[src/rtl/id_ex_stage.sv]
// id_ex_stage: ID/EX pipeline register with load-use hazard detection, flush/hold control and optional STALL_COUNTER_EN stall counter
module id_ex_stage #(
  parameter int DATA_W = 32,
  parameter int REG_W  = 5
) (
  input  logic              clk,
  input  logic              rst_n,
`ifdef STALL_COUNTER_EN
  input  logic              cnt_clr,
  output logic [31:0]       stall_cnt,
`endif
  input  logic              id_alusrc,
  input  logic              id_memwrite,
  input  logic              id_memread,
  input  logic              id_beq,
  input  logic              id_jump,
  input  logic              id_regwrite,
  input  logic [1:0]        id_regdst,
  input  logic [1:0]        id_memtoreg,
  input  logic [2:0]        id_aluop,
  input  logic [DATA_W-1:0] id_pc4,
  input  logic [DATA_W-1:0] id_rs_data,
  input  logic [DATA_W-1:0] id_rt_data,
  input  logic [DATA_W-1:0] id_imm,
  input  logic [REG_W-1:0]  id_rs,
  input  logic [REG_W-1:0]  id_rt,
  input  logic [REG_W-1:0]  id_rd,
  input  logic [5:0]        id_funct,
  input  logic              flush,
  input  logic              hold,
  output logic              ex_alusrc,
  output logic              ex_memwrite,
  output logic              ex_memread,
  output logic              ex_beq,
  output logic              ex_jump,
  output logic              ex_regwrite,
  output logic [1:0]        ex_regdst,
  output logic [1:0]        ex_memtoreg,
  output logic [2:0]        ex_aluop,
  output logic [DATA_W-1:0] ex_pc4,
  output logic [DATA_W-1:0] ex_rs_data,
  output logic [DATA_W-1:0] ex_rt_data,
  output logic [DATA_W-1:0] ex_imm,
  output logic [REG_W-1:0]  ex_rs,
  output logic [REG_W-1:0]  ex_rt,
  output logic [REG_W-1:0]  ex_rd,
  output logic [5:0]        ex_funct,
  output logic [REG_W-1:0]  ex_dest,
  output logic              ex_valid,
  output logic              pc_write,
  output logic              ifid_write
);
  typedef struct packed {
    logic              alusrc;
    logic              memwrite;
    logic              memread;
    logic              beq;
    logic              jump;
    logic              regwrite;
    logic [1:0]        regdst;
    logic [1:0]        memtoreg;
    logic [2:0]        aluop;
    logic [DATA_W-1:0] pc4;
    logic [DATA_W-1:0] rs_data;
    logic [DATA_W-1:0] rt_data;
    logic [DATA_W-1:0] imm;
    logic [REG_W-1:0]  rs;
    logic [REG_W-1:0]  rt;
    logic [REG_W-1:0]  rd;
    logic [5:0]        funct;
    logic [REG_W-1:0]  dest;
    logic              valid;
  } stage_t;
  stage_t q, d;
  logic lu;
  assign lu = q.valid & q.memread & (q.rt != '0) & ((q.rt == id_rs) | (q.rt == id_rt));
  assign pc_write = ~(lu | hold);
  assign ifid_write = pc_write;
  assign {ex_alusrc, ex_memwrite, ex_memread, ex_beq, ex_jump, ex_regwrite, ex_regdst, ex_memtoreg,
          ex_aluop, ex_pc4, ex_rs_data, ex_rt_data, ex_imm, ex_rs, ex_rt, ex_rd, ex_funct,
          ex_dest, ex_valid} = q;
  // Build the capture word; regdst 3 resolves to r0 and never writes back
  always_comb begin
    d = '{alusrc: id_alusrc, memwrite: id_memwrite, memread: id_memread, beq: id_beq,
          jump: id_jump, regwrite: id_regwrite & (id_regdst != 2'd3), regdst: id_regdst,
          memtoreg: id_memtoreg, aluop: id_aluop, pc4: id_pc4, rs_data: id_rs_data,
          rt_data: id_rt_data, imm: id_imm, rs: id_rs, rt: id_rt, rd: id_rd, funct: id_funct,
          dest: '0, valid: 1'b1};
    d.dest = id_regdst == 2'd0 ? id_rt : id_regdst == 2'd1 ? id_rd : id_regdst == 2'd2 ? REG_W'(31) : '0;
  end
  // Pipeline register: flush beats hold, hold beats the load-use bubble
  always_ff @(posedge clk or negedge rst_n) begin
    if (!rst_n) q <= '0;
    else if (flush) q <= '0;
    else if (!hold) q <= lu ? '0 : d;
  end
`ifdef STALL_COUNTER_EN
  // Saturating count of load-use stall cycles not masked by an external hold
  always_ff @(posedge clk or negedge rst_n) begin
    if (!rst_n) stall_cnt <= '0;
    else if (cnt_clr) stall_cnt <= '0;
    else if (lu && !hold && stall_cnt != '1) stall_cnt <= stall_cnt + 32'd1;
  end
`endif
endmodule

[config.mk]
export PLATFORM = sky130hd
export DESIGN_NAME = id_ex_stage
export DESIGN_NICKNAME = d
export VERILOG_FILES = /design/src/rtl/id_ex_stage.sv
export SDC_FILE = /design/constraint.sdc
export NUM_CORES = 1
export LEC_CHECK = 0
export ABC_AREA = 1
export BUFFER_PORTS_ARGS = -buffer_cell sky130_fd_sc_hd__buf_2
export CAP_MARGIN = 15
export CELL_PAD_IN_SITES_DETAIL_PLACEMENT = 0
export CELL_PAD_IN_SITES_GLOBAL_PLACEMENT = 1
export CORE_MARGIN = 2
export CORE_UTILIZATION = 33
export CTS_CLUSTER_SIZE = 30
export DETAILED_ROUTE_END_ITERATION = 7
export PLACE_DENSITY_LB_ADDON = 0.15
export SYNTH_ARGS = -nofsm -noshare
export SYNTH_HDL_FRONTEND = slang
export SYNTH_SLANG_ARGS = --single-unit
[constraint.sdc]
create_clock -name clk -period 1.78 [get_ports clk]
set_input_delay 0.089 -clock clk [delete_from_list [all_inputs] [get_ports clk]]
set_output_delay 0.089 -clock clk [all_outputs]
set_load 0.005 [all_outputs]
==> impl_metrics.json <==
{
  "tritoncts": "yes",
  "pin_count": 336,
  "buffer_ports.inserted": 335,
  "totalNegativeSetupSlack_ns": 0,
  "max-slew-margin-rel": 0.6418,
  "r2r_setup_slack_ns": 0.14,
  "vdd_drop_max_v": 0.0005067,
  "setup.worst_path.class": "flip-flop to output port",
  "seqCellArea_sq_um": 4208,
  "final_cell_count_no_fill": 1578,
  "cts_num_sinks": 168,
  "detailed_place_hpwl_microns": 15960,
  "detailed_route_iter0_violations": 416,
  "multi_input_combinational_cell_area_sq_um": 2591,
  "synthesis.instances": 822,
  "grt_pass1_vias": 7832,
  "grt_use_total": 0.2189,
  "worst_setup_path_end_kind": "output port",
  "design.final.nets": 1451,
  "crit_path_start_kind": "flip-flop",
  "grt_first_pass_wirelength_microns": 41430,
  "floorplan.initialDensity": 0.3340,
  "power-per-cell-area_nw_per_um2": 826.3,
  "fin_skew_ns": 0.01284,
  "drc_errors": 0,
  "status": "complete, no violations",
  "post_synth_instance_area_sq_um": 7243,
  "timing.max_cap.violations": 0,
  "report.final.hold_viol_count": 0,
  "grt_setup_unrepaired": "yes",
  "cts_max_path_buffers": 2,
  "detailedPlace.worstSlack_ns": 0.1269,
  "final.fill_count": 2047,
  "final_critical_path_setup_slack_ns": 0.05504,
  "min-delay-path-class": "input port to flip-flop",
  "core_area_sq_um": 21690,
  "share_of_final_layout_standard_cells_stronger_than_drive_strength_1": 0.3105,
  "clock_tree.htree_level_count": 4,
  "arrival_ns": 1.64,
  "avgSynthCellArea_sq_um": 8.812,
  "tritoncts.num_buffers": 17,
  "yosysWarningCount": 0,
  "highest_clock_rate_mhz": 579.7,
  "grt_start_max_net_pins": 107,
  "cts_clk_pin_slew_worst_paths_ns": 0.07,
  "antenna_found_initial": 0,
  "routed_via_density": 4.775,
  "detailedRoute.firstPassIterationCount": 5,
  "number_of_placement_rows": 54,
  "layout_worst_path_cycle_share": 0.9691,
  "synth_cell_types": 22,
  "worst_pin_slew_ns": 0.5373,
  "final_antenna_diode_count": 0,
  "num_vias": 7535,
  "floorplan.die_area_sq_um": 23150,
  "routedWlPerCell_microns": 16.08,
  "die_height_microns": 152.2,
  "final-setup-viol-count": 0,
  "cts.root.buffer_cell": "sky130_fd_sc_hd__clkbuf_16",
  "insertion_delay_ns": 0.43,
  "mappedNetlistNets": 988,
  "antenna_violating_nets_post_route": 0,
  "synthToLayoutAreaGrowth_pct": 59.04,
  "placed_cells": 1383,
  "width_of_the_die_microns": 152.2,
  "yosysSeqAreaShare": 0.5804,
  "finalMaxSlewViolations": 0,
  "timing.critical_path.required_ns": 1.69,
  "postRouteWirelength_microns": 25370,
  "critical_path_peak_fanout": 6,
  "period_needed_ns": 1.725,
  "synth.ff_latch_count": 168,
  "grt_overflow": 0,
  "power.leakage_nw": 6.499,
  "gp_congestion": 0.7627
}
## cell usage after synthesis (all sizes together)
cell | instances | area, sq um
nand2 | 360 | 1361
clkinv | 1 | 3.750
a21oi | 1 | 5.000
nand4 | 167 | 1045
nor2 | 7 | 28.78
dfrtp | 168 | 4204
or2 | 1 | 6.260
o21ai | 10 | 50.05
clkbuf | 47 | 176.4
a21boi | 1 | 7.510
inv | 25 | 93.84
nor3 | 1 | 5.000
nand3 | 5 | 25.02
xnor2 | 2 | 17.52
buf | 26 | 214.0
## cell type report
type / count / share of cell area
tap: 280 / 0.03041
inverter: 26 / 0.008906
multi-input combinational: 555 / 0.2249
clock buffer: 18 / 0.03812
timing repair buffer: 517 / 0.3162
sequential: 168 / 0.3653
clock inverter: 14 / 0.01618
## layer usage
layer,track usage,up-vias,wire length (microns)
li1,-,3683,-
met1,0.2781,3569,11040
met2,0.3700,253,12270
met3,0.05887,30,1676
met4,0.06008,0,383
met5,0,-,0
## worst max-delay path: stages, from the launching register on
cell and delay (ns):
sky130_fd_sc_hd__dfrtp_2 0.46, sky130_fd_sc_hd__nor3_2 0.19, sky130_fd_sc_hd__nand3_1 0.11, sky130_fd_sc_hd__nand3_1 0.10, sky130_fd_sc_hd__inv_2 0.08, sky130_fd_sc_hd__a21oi_4 0.16, sky130_fd_sc_hd__buf_2 0.14
## sequential cells by signal (all words and copies together) (netlist names), 2 cells and up
name         flops
ex_rd            5
ex_regdst        2
ex_funct         6
ex_memtoreg      2
ex_pc4          32
ex_rs            5
ex_dest          5
ex_rt_data      32
ex_rt            5
ex_aluop         3
ex_imm          32
ex_rs_data      32
## through the flow
| stage | cell area, sq um | hold slack, ns | power (W) | util |
|---|---|---|---|---|
| 2_1_floorplan | 7243 | -0.2066 | 0.004632 | - |
| 3_3_place_gp | 9235 | 0.009416 | 0.005317 | 0.4258 |
| 3_5_place_dp | 9235 | 0.01739 | 0.005316 | 0.4258 |
| 4_1_cts | 11500 | 0.02100 | 0.009642 | 0.5302 |
| 5_1_grt | 11520 | 0.06181 | 0.009939 | 0.5312 |
| 6_report | 11520 | 0.03813 | 0.009519 | 0.5312 |
## power breakdown
| part | switching [W] | leakage (nW) | total [W] | internal, W |
|---|---|---|---|---|
| sequential | 0.000121 | 2.23 | 0.00415 | 0.00403 |
| combinational | 0.000684 | 3.96 | 0.00137 | 0.000690 |
| clock | 0.00170 | 0.311 | 0.00399 | 0.00230 |
## cell usage in the layout (no fill, tap or decap), drive strengths merged
| cell | n |
|---|---|
| clkinv | 4 |
| inv | 33 |
| nor2 | 7 |
| a21oi | 1 |
| buf | 355 |
| nand2 | 360 |
| bufinv | 3 |
| nand4 | 167 |
| a21boi | 1 |
| nor3 | 1 |
| nand3 | 5 |
| or2 | 1 |
| dfrtp | 168 |
| o21ai | 10 |
| xnor2 | 2 |
| clkbuf | 18 |
| dlygate4sd3 | 162 |
## timing repair
item	4_1_cts	5_1_grt
endpoints found under the hold margin	302	0
setup endpoints to repair	2	157
pin swaps	0	1
hold buffers	162	0
buffers inserted	0	1
resized for setup	4	5
## worst paths after layout
kind	startpoint	to	depth (start not counted)
setup / recovery	ex_rt[2]$_DFFE_PN0P_	pc_write	6
hold / removal	id_regwrite	ex_regwrite$_DFFE_PN0P_	4
setup reg to reg	ex_rt[0]$_DFFE_PN0P_	ex_imm[23]$_DFFE_PN0P_	9
hold reg to reg	ex_rt_data[29]$_DFFE_PN0P_	ex_rt_data[29]$_DFFE_PN0P_	2
max in group asynchronous	rst_n	ex_rt[0]$_DFFE_PN0P_	3
min in group asynchronous	rst_n	ex_aluop[0]$_DFFE_PN0P_	2
## logic make-up (layout without fill, tap and decap cells)
kind of cell | Yosys count | in the layout | share of synthesized area
AO/OA/AOI/OAI | 12 | 12 | 0.008637
flip-flops | 168 | 168 | 0.5804
XOR/XNOR | 2 | 2 | 0.002419
buffers and inverters | 99 | 575 | 0.06737
AND/OR/NAND/NOR | 541 | 541 | 0.3412
No activity file was read; power rests on OpenSTA's default activity.
